File: src/rtl/issue_rat_redeem_fifo_pkg.sv
`default_nettype none
// ============================================================================
// Module  : issue_rat_redeem_fifo_pkg
// Purpose : Shared issue-stage definitions: PRF index width, PRF index type
//           and a small helper used by the redeem FIFO.
// Revision: 1.0 - initial release
// ============================================================================
package issue_rat_redeem_fifo_pkg;

    // Physical register index width, shared with issue_rat_freelist
    localparam int PRF_WIDTH = 6;

    typedef logic [PRF_WIDTH-1:0] prf_t;

    // Number of entries written this cycle by the two write ports
    function automatic logic [1:0] enq_count(input logic a, input logic b);
        return {1'b0, a} + {1'b0, b};
    endfunction

endpackage
`default_nettype wire

File: src/rtl/issue_rat_redeem_fifo_if.sv
`default_nettype none
// ============================================================================
// Module  : issue_rat_redeem_fifo_if
// Purpose : Commit-release and freelist-redeem handshake bundle for the
//           redeem FIFO. master = environment, slave = FIFO.
// Revision: 1.0 - initial release
// ============================================================================
interface issue_rat_redeem_fifo_if #(
    parameter int PRF_WIDTH = issue_rat_redeem_fifo_pkg::PRF_WIDTH,
    parameter int DEPTH     = 8
);
    logic [PRF_WIDTH-1:0]     i_release0_prf;
    logic                     i_release0_valid;
    logic [PRF_WIDTH-1:0]     i_release1_prf;
    logic                     i_release1_valid;
    logic                     o_release_ready;
    logic [PRF_WIDTH-1:0]     o_redeemed_prf;
    logic                     o_redeemed_valid;
    logic                     i_redeemed_ready;
    logic [$clog2(DEPTH):0]   o_count;
    logic                     o_empty;

    modport master (
        output i_release0_prf, i_release0_valid,
        output i_release1_prf, i_release1_valid,
        output i_redeemed_ready,
        input  o_release_ready, o_redeemed_prf, o_redeemed_valid,
        input  o_count, o_empty
    );

    modport slave (
        input  i_release0_prf, i_release0_valid,
        input  i_release1_prf, i_release1_valid,
        input  i_redeemed_ready,
        output o_release_ready, o_redeemed_prf, o_redeemed_valid,
        output o_count, o_empty
    );
endinterface
`default_nettype wire

File: src/rtl/issue_rat_redeem_fifo_mem.sv
`default_nettype none
// ============================================================================
// Module  : issue_rat_redeem_fifo_mem
// Purpose : DEPTH x PRF_WIDTH storage, two write ports, one asynchronous
//           read port. Contents are not reset.
// Revision: 1.0 - initial release
// ============================================================================
module issue_rat_redeem_fifo_mem #(
    parameter int PRF_WIDTH = 6,
    parameter int DEPTH     = 8
) (
    input  wire logic                       clk,
    input  wire logic                       i_wa_en,
    input  wire logic [$clog2(DEPTH)-1:0]   i_wa_addr,
    input  wire logic [PRF_WIDTH-1:0]       i_wa_data,
    input  wire logic                       i_wb_en,
    input  wire logic [$clog2(DEPTH)-1:0]   i_wb_addr,
    input  wire logic [PRF_WIDTH-1:0]       i_wb_data,
    input  wire logic [$clog2(DEPTH)-1:0]   i_rd_addr,
    output logic      [PRF_WIDTH-1:0]       o_rd_data
);
    logic [PRF_WIDTH-1:0] r_mem [DEPTH];

    // Write both ports; the controller never enables both on one address
    always_ff @(posedge clk) begin
        if (i_wa_en) r_mem[i_wa_addr] <= i_wa_data;
        if (i_wb_en) r_mem[i_wb_addr] <= i_wb_data;
    end

    assign o_rd_data = r_mem[i_rd_addr];
endmodule
`default_nettype wire

File: src/rtl/issue_rat_redeem_fifo.sv
`default_nettype none
// ============================================================================
// Module  : issue_rat_redeem_fifo
// Purpose : Absorbs up to two released PRFs per cycle from commit and feeds
//           them in order, one per cycle, to the freelist redeem port
//           (first-word-fallthrough, no same-cycle bypass).
// Revision: 1.0 - initial release
// ============================================================================
module issue_rat_redeem_fifo #(
    parameter int PRF_WIDTH = issue_rat_redeem_fifo_pkg::PRF_WIDTH,
    parameter int DEPTH     = 8
) (
    input  wire logic               clk,
    input  wire logic               resetn,
    issue_rat_redeem_fifo_if.slave  bus
);
    import issue_rat_redeem_fifo_pkg::*;

    localparam int c_PTR_W = $clog2(DEPTH);
    localparam int c_CNT_W = c_PTR_W + 1;

    logic [c_PTR_W-1:0]   r_rd_ptr;
    logic [c_PTR_W-1:0]   r_wr_ptr;
    logic [c_CNT_W-1:0]   r_count;

    logic                 w_release_ready;
    logic                 w_wa_en;
    logic                 w_wb_en;
    logic [PRF_WIDTH-1:0] w_wa_data;
    logic [c_PTR_W-1:0]   w_wb_addr;
    logic [1:0]           w_n_enq;
    logic                 w_valid;
    logic                 w_deq;
    logic [PRF_WIDTH-1:0] w_rd_data;

    // Ready depends only on registered count: room for a full dual release
    assign w_release_ready = (r_count <= c_CNT_W'(DEPTH - 2));

    // Port A takes the oldest valid slot so a lone slot-1 PRF leaves no hole
    assign w_wa_en   = w_release_ready & (bus.i_release0_valid | bus.i_release1_valid);
    assign w_wb_en   = w_release_ready & bus.i_release0_valid & bus.i_release1_valid;
    assign w_wa_data = bus.i_release0_valid ? bus.i_release0_prf : bus.i_release1_prf;
    assign w_wb_addr = r_wr_ptr + c_PTR_W'(1);
    assign w_n_enq   = enq_count(w_wa_en, w_wb_en);

    assign w_valid = (r_count != '0);
    assign w_deq   = w_valid & bus.i_redeemed_ready;

    issue_rat_redeem_fifo_mem #(
        .PRF_WIDTH (PRF_WIDTH),
        .DEPTH     (DEPTH)
    ) u_mem (
        .clk       (clk),
        .i_wa_en   (w_wa_en),
        .i_wa_addr (r_wr_ptr),
        .i_wa_data (w_wa_data),
        .i_wb_en   (w_wb_en),
        .i_wb_addr (w_wb_addr),
        .i_wb_data (bus.i_release1_prf),
        .i_rd_addr (r_rd_ptr),
        .o_rd_data (w_rd_data)
    );

    // Pointer and occupancy update; pointers wrap naturally modulo DEPTH
    always_ff @(posedge clk or negedge resetn) begin
        if (!resetn) begin
            r_rd_ptr <= '0;
            r_wr_ptr <= '0;
            r_count  <= '0;
        end else begin
            r_wr_ptr <= r_wr_ptr + c_PTR_W'(w_n_enq);
            r_rd_ptr <= r_rd_ptr + c_PTR_W'(w_deq);
            r_count  <= r_count + c_CNT_W'(w_n_enq) - c_CNT_W'(w_deq);
        end
    end

    assign bus.o_release_ready  = w_release_ready;
    assign bus.o_redeemed_valid = w_valid;
    assign bus.o_redeemed_prf   = w_valid ? w_rd_data : '0;
    assign bus.o_count          = r_count;
    assign bus.o_empty          = ~w_valid;

    // Occupancy can never exceed the storage size
    a_count_bound : assert property (@(posedge clk) disable iff (!resetn)
        r_count <= c_CNT_W'(DEPTH));
endmodule
`default_nettype wire
File: src/flat_wrapper.sv
// flat-port wrapper written by rule: the top's interface ports become plain ports
module issue_rat_redeem_fifo_flat import issue_rat_redeem_fifo_pkg::*;
#(
    parameter int PRF_WIDTH = issue_rat_redeem_fifo_pkg::PRF_WIDTH,
    parameter int DEPTH     = 8
)
  (clk, resetn, bus_i_release0_prf, bus_i_release0_valid, bus_i_release1_prf, bus_i_release1_valid, bus_i_redeemed_ready, bus_o_release_ready, bus_o_redeemed_prf, bus_o_redeemed_valid, bus_o_count, bus_o_empty);
  issue_rat_redeem_fifo_if #(.PRF_WIDTH(PRF_WIDTH), .DEPTH(DEPTH)) bus_i ();
  input  wire logic clk;
  input  wire logic resetn;
  input wire logic [$bits(bus_i.i_release0_prf)-1:0] bus_i_release0_prf;
  input wire logic [$bits(bus_i.i_release0_valid)-1:0] bus_i_release0_valid;
  input wire logic [$bits(bus_i.i_release1_prf)-1:0] bus_i_release1_prf;
  input wire logic [$bits(bus_i.i_release1_valid)-1:0] bus_i_release1_valid;
  input wire logic [$bits(bus_i.i_redeemed_ready)-1:0] bus_i_redeemed_ready;
  output wire logic [$bits(bus_i.o_release_ready)-1:0] bus_o_release_ready;
  output wire logic [$bits(bus_i.o_redeemed_prf)-1:0] bus_o_redeemed_prf;
  output wire logic [$bits(bus_i.o_redeemed_valid)-1:0] bus_o_redeemed_valid;
  output wire logic [$bits(bus_i.o_count)-1:0] bus_o_count;
  output wire logic [$bits(bus_i.o_empty)-1:0] bus_o_empty;
  assign bus_i.i_release0_prf = bus_i_release0_prf;
  assign bus_i.i_release0_valid = bus_i_release0_valid;
  assign bus_i.i_release1_prf = bus_i_release1_prf;
  assign bus_i.i_release1_valid = bus_i_release1_valid;
  assign bus_i.i_redeemed_ready = bus_i_redeemed_ready;
  assign bus_o_release_ready = bus_i.o_release_ready;
  assign bus_o_redeemed_prf = bus_i.o_redeemed_prf;
  assign bus_o_redeemed_valid = bus_i.o_redeemed_valid;
  assign bus_o_count = bus_i.o_count;
  assign bus_o_empty = bus_i.o_empty;
  issue_rat_redeem_fifo #(.PRF_WIDTH(PRF_WIDTH), .DEPTH(DEPTH)) u_core (.clk(clk), .resetn(resetn), .bus(bus_i));
endmodule
File: config.mk
export PLATFORM = sky130hd
export DESIGN_NAME = issue_rat_redeem_fifo_flat
export DESIGN_NICKNAME = d
export VERILOG_FILES = /design/src/rtl/issue_rat_redeem_fifo_pkg.sv /design/src/rtl/issue_rat_redeem_fifo_if.sv /design/src/rtl/issue_rat_redeem_fifo_mem.sv /design/src/rtl/issue_rat_redeem_fifo.sv /design/src/flat_wrapper.sv
export SDC_FILE = /design/constraint.sdc
export NUM_CORES = 1
export LEC_CHECK = 0
export BUFFER_PORTS_ARGS = -buffer_cell sky130_fd_sc_hd__buf_2
export CELL_PAD_IN_SITES_DETAIL_PLACEMENT = 0
export CELL_PAD_IN_SITES_GLOBAL_PLACEMENT = 2
export CORE_ASPECT_RATIO = 0.6
export CORE_UTILIZATION = 44
export CTS_BUF_LIST = sky130_fd_sc_hd__clkbuf_2 sky130_fd_sc_hd__clkbuf_4 sky130_fd_sc_hd__clkbuf_8
export CTS_CLUSTER_DIAMETER = 200
export DETAILED_ROUTE_END_ITERATION = 10
export GPL_TIMING_DRIVEN = 0
export PLACE_DENSITY_LB_ADDON = 0.15
export SLEW_MARGIN = 20
export SYNTH_ARGS = -nofsm -noshare
export SYNTH_HDL_FRONTEND = slang
export SYNTH_SLANG_ARGS = --single-unit
File: constraint.sdc
create_clock -name clk -period 3.31 [get_ports clk]
set_input_delay 0.4965 -clock clk [delete_from_list [all_inputs] [get_ports clk]]
set_output_delay 0.4965 -clock clk [all_outputs]
set_load 0.05 [all_outputs]
# Word level (Yosys, flattened, before mapping)
# Memories as Yosys holds them, arrays and structs flattened.
# Index checks and enable logic that the tools add are counted.
op_classes:
  add_sub_neg: 6
  n_lt_le_gt_ge: 1
  n_mux: 6
  bitwise_logic: 6
  reduce_logical: 1
op_table:
  columns: ["operator", "n"]
  rows:
  - ["6-bit two-way mux", 2]
  - ["4-bit by 2-bit adder with 4-bit output", 1]
  - ["1-bit bitwise AND", 4]
  - ["4-bit by 3-bit less-or-equal comparator with 1-bit output (second input constant)", 1]
  - ["1-bit two-way mux", 4]
  - ["4-bit nonzero test", 1]
  - ["4-bit by 1-bit subtractor with 4-bit output", 1]
  - ["3-bit by 1-bit adder with 3-bit output", 1]
  - ["3-bit by 1-bit adder with 3-bit output (second input constant)", 1]
  - ["3-bit by 2-bit adder with 3-bit output", 1]
  - ["1-bit by 1-bit adder with 2-bit output", 1]
  - ["1-bit NOT", 1]
  - ["1-bit OR", 1]
word_totals:
  ff_bits: 10
  ramBits: 48
  input_bits: 17
  word_cells: 24
  mem_count: 1
memory_table:
  columns: ["memory", "words", "width", "read_ports", "rd_clocked_by_memory_dff", "wr", "line_no", "source"]
  rows:
  - ["u_core.u_mem.r_mem", 8, 6, 1, 0, 2, "issue_rat_redeem_fifo_mem.sv:22", "logic [PRF_WIDTH-1:0] r_mem [DEPTH];"]

# Depth between registers and ports, before layout
logic_depth:
  depth_word: 6
  depth_mapped: 14

# Modules after synthesis
# A second synthesis with hierarchy kept.
unflattened:
  cells_unflattened: 208
  area_unflattened_um2: 3291.9
modules_own_cells:
  columns: ["mod", "n_inst", "cells_each", "area_each_um2"]
  rows:
  - ["issue_rat_redeem_fifo_mem", 1, 147, 2591.2]
  - ["issue_rat_redeem_fifo", 1, 61, 700.7]

# Worst setup path after synthesis
# OpenSTA, ideal clock, no wires.
synth_path:
  path_type: "flip-flop to output port"
  from: "register u_core.r_count[2] (netlist: u_core.bus.o_count[2])"
  to: "output bus_o_redeemed_prf[0]"
  arrival_ns: 3.294
  required_time_ns: 2.813
  slack_ns: -0.481
  stages_incl_launch_ff: 6
  path_buffers: 0
  cell_sequence: "dfrtp_1 inv_1 ha_1 nor3b_1 inv_1 and3_1"
synth_via:
  elab_chain_cells: 2
synth_rtl:
  columns: ["item", "line_no", "source"]
  rows:
  - ["from (decl)", "issue_rat_redeem_fifo.sv:24", "logic [c_CNT_W-1:0] r_count;"]
  - ["from (signal assigned)", "issue_rat_redeem_fifo.sv:73", "r_count <= r_count + c_CNT_W'(w_n_enq) - c_CNT_W'(w_deq);"]
  - ["4-bit nonzero test", "issue_rat_redeem_fifo.sv:46", "assign w_valid = (r_count != '0);"]
  - ["net bus_o_redeemed_valid", "flat_wrapper.sv:18", "output wire logic [$bits(bus_i.o_redeemed_valid)-1:0] bus_o_redeemed_valid;"]
  - ["6-bit two-way mux", "issue_rat_redeem_fifo.sv:79", "assign bus.o_redeemed_prf = w_valid ? w_rd_data : '0;"]
  - ["to (decl)", "flat_wrapper.sv:17", "output wire logic [$bits(bus_i.o_redeemed_prf)-1:0] bus_o_redeemed_prf;"]
# The timed path passes the listed nets, and every way through them passes these cells.

# Worst setup path in the final report
layout_path:
  from: "register u_core.r_count[3] (netlist: u_core.bus.o_count[3])"
  to: "register u_core.r_count[3] (netlist: u_core.bus.o_count[3])"
layout_via:
  elab_chain_cells: 6
  elab_cells_between_ends: 9
layout_rtl:
  columns: ["item", "line_no", "source"]
  rows:
  - ["4-bit by 3-bit less-or-equal comparator with 1-bit output", "issue_rat_redeem_fifo.sv:37", "assign w_release_ready = (r_count <= c_CNT_W'(DEPTH - 2));"]
  - ["1-bit bitwise AND (2 in series)", "issue_rat_redeem_fifo.sv:41", "assign w_wb_en = w_release_ready & bus.i_release0_valid & bus.i_release1_valid;"]
  - ["1-bit by 1-bit adder with 2-bit output", "issue_rat_redeem_fifo_pkg.sv:17", "return {1'b0, a} + {1'b0, b};"]
  - ["4-bit by 2-bit adder with 4-bit output", "issue_rat_redeem_fifo.sv:73", null]
  - ["4-bit by 1-bit subtractor with 4-bit output (*)", "issue_rat_redeem_fifo.sv:73", null]
# Every way passes the cells marked *; elsewhere a longest branch is shown, timed or not.

==> impl_metrics.ini <==
[yosys]
dominant_combinational_cell_family_by_area_after_synthesis = multiplexers
yosysUniqueCellTypes = 32
yosys.area_share.simple_pct = 9.19
avgSynthCellArea_um2 = 14.5
synth_adder_area_share_pct = 5.59
yosys.area.top_type = edfxtp_1
postSynthNetCount = 266
synthXorXnorAreaFrac_pct = 1.98
synth_sequential_area_ratio_pct = 49.7
synth_compound_gate_area_share_pct = 5.51
netlist_top_cells_area = edfxtp_1 42%, mux2_2 18%, dfrtp_1 7.4%
syn-instance-count = 235
yosysTopAreaCellShare_pct = 42.3
synth.area.mux_share_pct = 24.9
syn-cell-area_um2 = 3400
ys_seq_elements = 58
synthesis.yosys.warnings = 0

[critical_path]
r2r.worst_path.cells = 13
crit_path_to = u_core.bus.o_count[3]$_DFF_PN0_
cp_data_required_time_ps = 3580
cpPeakStageDelay_ps = 420
maximum_fanout_along_the_worst_path = 10
timing.critical_path.max_delay_family = adder cells
crit_path_top_delay_cell = nor3_4
path_common_cell = ha_1
rrSetupSlack_ps = 180
cp.buffers_inverters = 4
timing.critical_path.cells = inv_1, ha_1, and3_1, buf_2, nor3_4, ha_1, inv_1, ha_1, inv_1, ha_1, a21o_1, a21oi_1, xor2_1
worst_ep_arrival_time_ps = 3400
setup.worst_path.class = reg -> reg
worstSetupStartpoint = u_core.bus.o_count[3]$_DFF_PN0_
r2r_end = u_core.bus.o_count[3]$_DFF_PN0_
cp-end-kind = register
cp_num_cells = 13
critPathLaunchType = register
timing.rr.start = u_core.bus.o_count[3]$_DFF_PN0_

[clock_network]
cts_tree = yes
cts_post_setup_buffers_inserted = 0
cts_made_buffers = 9
cts_hold_buf = 0
cell_chosen_for_the_clock_root = clkbuf_8
clock-sinks = 58
cts_max_level = 3
path_clk_slew_ps = 60
ctsLongestPathBuffers = 2
post_cts_resized = 0
clk-insertion-delay-late_ps = 340

[cells_and_area]
areaGrowthSynthToFinish_pct = 14.2
postLayoutCoreUtil_pct = 52.6
finalNonFillerCells = 384
antenna_cells = 0
final_layout_size_suffix_gt1_share_pct = 42.1
layout.filler_cells = 686
final_cell_mix = 53 x mux2_2, 48 x edfxtp_1, 35 x buf_2
mostFrequentLayoutCell = mux2_2
nets = 306

[global_route]
gr-usage-all-layers_pct = 21.4
grt_pass1_wl_mm = 12.1
overflow_after_grt = 0
number_of_antenna_violations_at_the_first_check_in_global_routing = 0
grt_start_max_net_pins = 11
via_count_of_the_first_global_routing_pass = 2027

[route]
via_per_inst = 5.51
detail_route.wirelength_mm = 7.71
count_of_routing_violations_after_the_opening_detailed_route_iteration = 108
routed_length_on_met2_mm = 3.11
wl_met3_um = 404
post_drt_wl_per_cell_um = 20.1
antenna_violating_nets_post_route = 0
route.top_layer_used = met4
dr_total_vias = 2116
drt-pass1-iter-count = 4
met1_wire_length_mm = 4.17
post-route-drc-count = 0

[die]
chipWidth_um = 116
floorplan.initialDensity_pct = 46.1
fp.coreArea_um2 = 7390
die_height_um = 70.1
ios = 30
die_area_um2 = 8100
rows = 24

[timing]
timing_hold_violations_final = 0
setup_viol_count_final = 0
drv_slew = 0
timing_worst_slew_pin_value_ps = 642
max_freq_mhz = 319
setup_total_negative_slack_ps = 0
timing.slew.headroom_pct = 56.9
unrepaired_setup_endpoints_after_global_routing = no
setup_clock_skew_after_layout_ps = 6.74
whs_ps = 11.6
crit_share_post_route_pct = 94.6
period_needed_ps = 3130

[power]
power.density_nw_per_um2 = 972
fin_total_pwr_uw = 3780
vdd.ir_drop.worst_mv = 0.502
p_leak_uw = 0.00152

[place]
dpl.hpwl_mm = 5.67
placed_cells = 368
place_congestion = 0.752
quantity_of_i_o_buffers_inserted_on_ports = 29

[outcome]
run_status = complete, no violations

[hold_path]
min_delay_path_class = in -> async

[job]
max_cap_violations = 0
metrics by stage:
stage	setup slack, ps	instance area [µm²]
floorplan	88.5	3420
global placement	71.5	3690
detailed placement	57.9	3690
CTS	25.4	3880
global route	8.06	3890
finish	178	3890
flip-flops by register name, indices dropped and copies added (netlist names):
| register | flops |
|---|---|
| u_core.bus.o_count | 4 |
| u_core.r_rd_ptr | 3 |
| u_core.u_mem.r_mem | 48 |
| u_core.r_wr_ptr | 3 |
power breakdown:
part / switching, µW / leakage, µW / internal, µW
sequential: 93.5 / 0.000553 / 1040
combinational: 1350 / 0.000864 / 659
clock: 268 / 0.0000997 / 367
worst min path at each step:
stage / start / end / slack (ps) / cells past startpoint
2_1_floorplan: resetn / u_core.bus.o_count[0]$_DFF_PN0_ / 200 / 0
3_3_place_gp: resetn / u_core.r_wr_ptr[2]$_DFF_PN0_ / 380 / 1
3_5_place_dp: resetn / u_core.r_wr_ptr[2]$_DFF_PN0_ / 380 / 1
4_1_cts: resetn / u_core.r_wr_ptr[2]$_DFF_PN0_ / 3 / 1
5_1_grt: resetn / u_core.bus.o_count[0]$_DFF_PN0_ / 20 / 1
6_report: resetn / u_core.r_wr_ptr[2]$_DFF_PN0_ / 10 / 1
cells in the mapped netlist:
cell       number
and2_1          1
buf_2           6
nor2_1          4
nor2b_1         3
mux2_2         53
a41o_1          6
ha_1           12
and3_1          8
xnor2_2         1
xnor2_1         2
nor4_4          8
edfxtp_1       48
a21o_1          1
nor3_2          1
nand4b_1        2
buf_1           1
dfrtp_1        10
nand4bb_1       1
a31o_2          2
clkbuf_1        1
a21oi_1         1
a21boi_0        1
nand4_1         1
xor2_1          2
mux2i_1        24
mux2_1          1
xor2_2          1
fa_1            2
clkbuf_2        1
a22oi_1        12
nor3b_1         1
inv_1          17
per-layer routing:
metal	vias to the layer above	GRT usage, %
met5	-	0
li1	996	-
met1	1069	34.7
met2	49	26.5
met4	0	6.93
met3	2	5.73
worst register-to-register path, cell delays in order (launching register included):
cell and delay (ps):
dfrtp_1 390, inv_1 80, ha_1 210, and3_1 190, buf_2 280, nor3_4 430, ha_1 220, inv_1 90
ha_1 330, inv_1 50, ha_1 290, a21o_1 180, a21oi_1 180, xor2_1 160
kinds of logic after synthesis:
kind of cell,Yosys count
adders and majority gates,14
xor gates and xnor gates,6
DFF,58
AOI/OAI and AO/OA,23
buffers and inverters,26
and+or+nand+nor,30
muxes,78
layout make-up:
type / count / area [µm²] / area share, %
plain buffers: 9 / 42.5 / 1.09
clock buffers: 12 / 146 / 3.77
clock inverters: 4 / 42.5 / 1.09
inverters: 17 / 63.8 / 1.64
multi-input cells: 151 / 1630 / 41.8
flip-flops and latches: 58 / 1690 / 43.5
well taps: 104 / 130 / 3.35
repair buffers: 29 / 145 / 3.73
No activity file was read; power rests on OpenSTA's default activity.
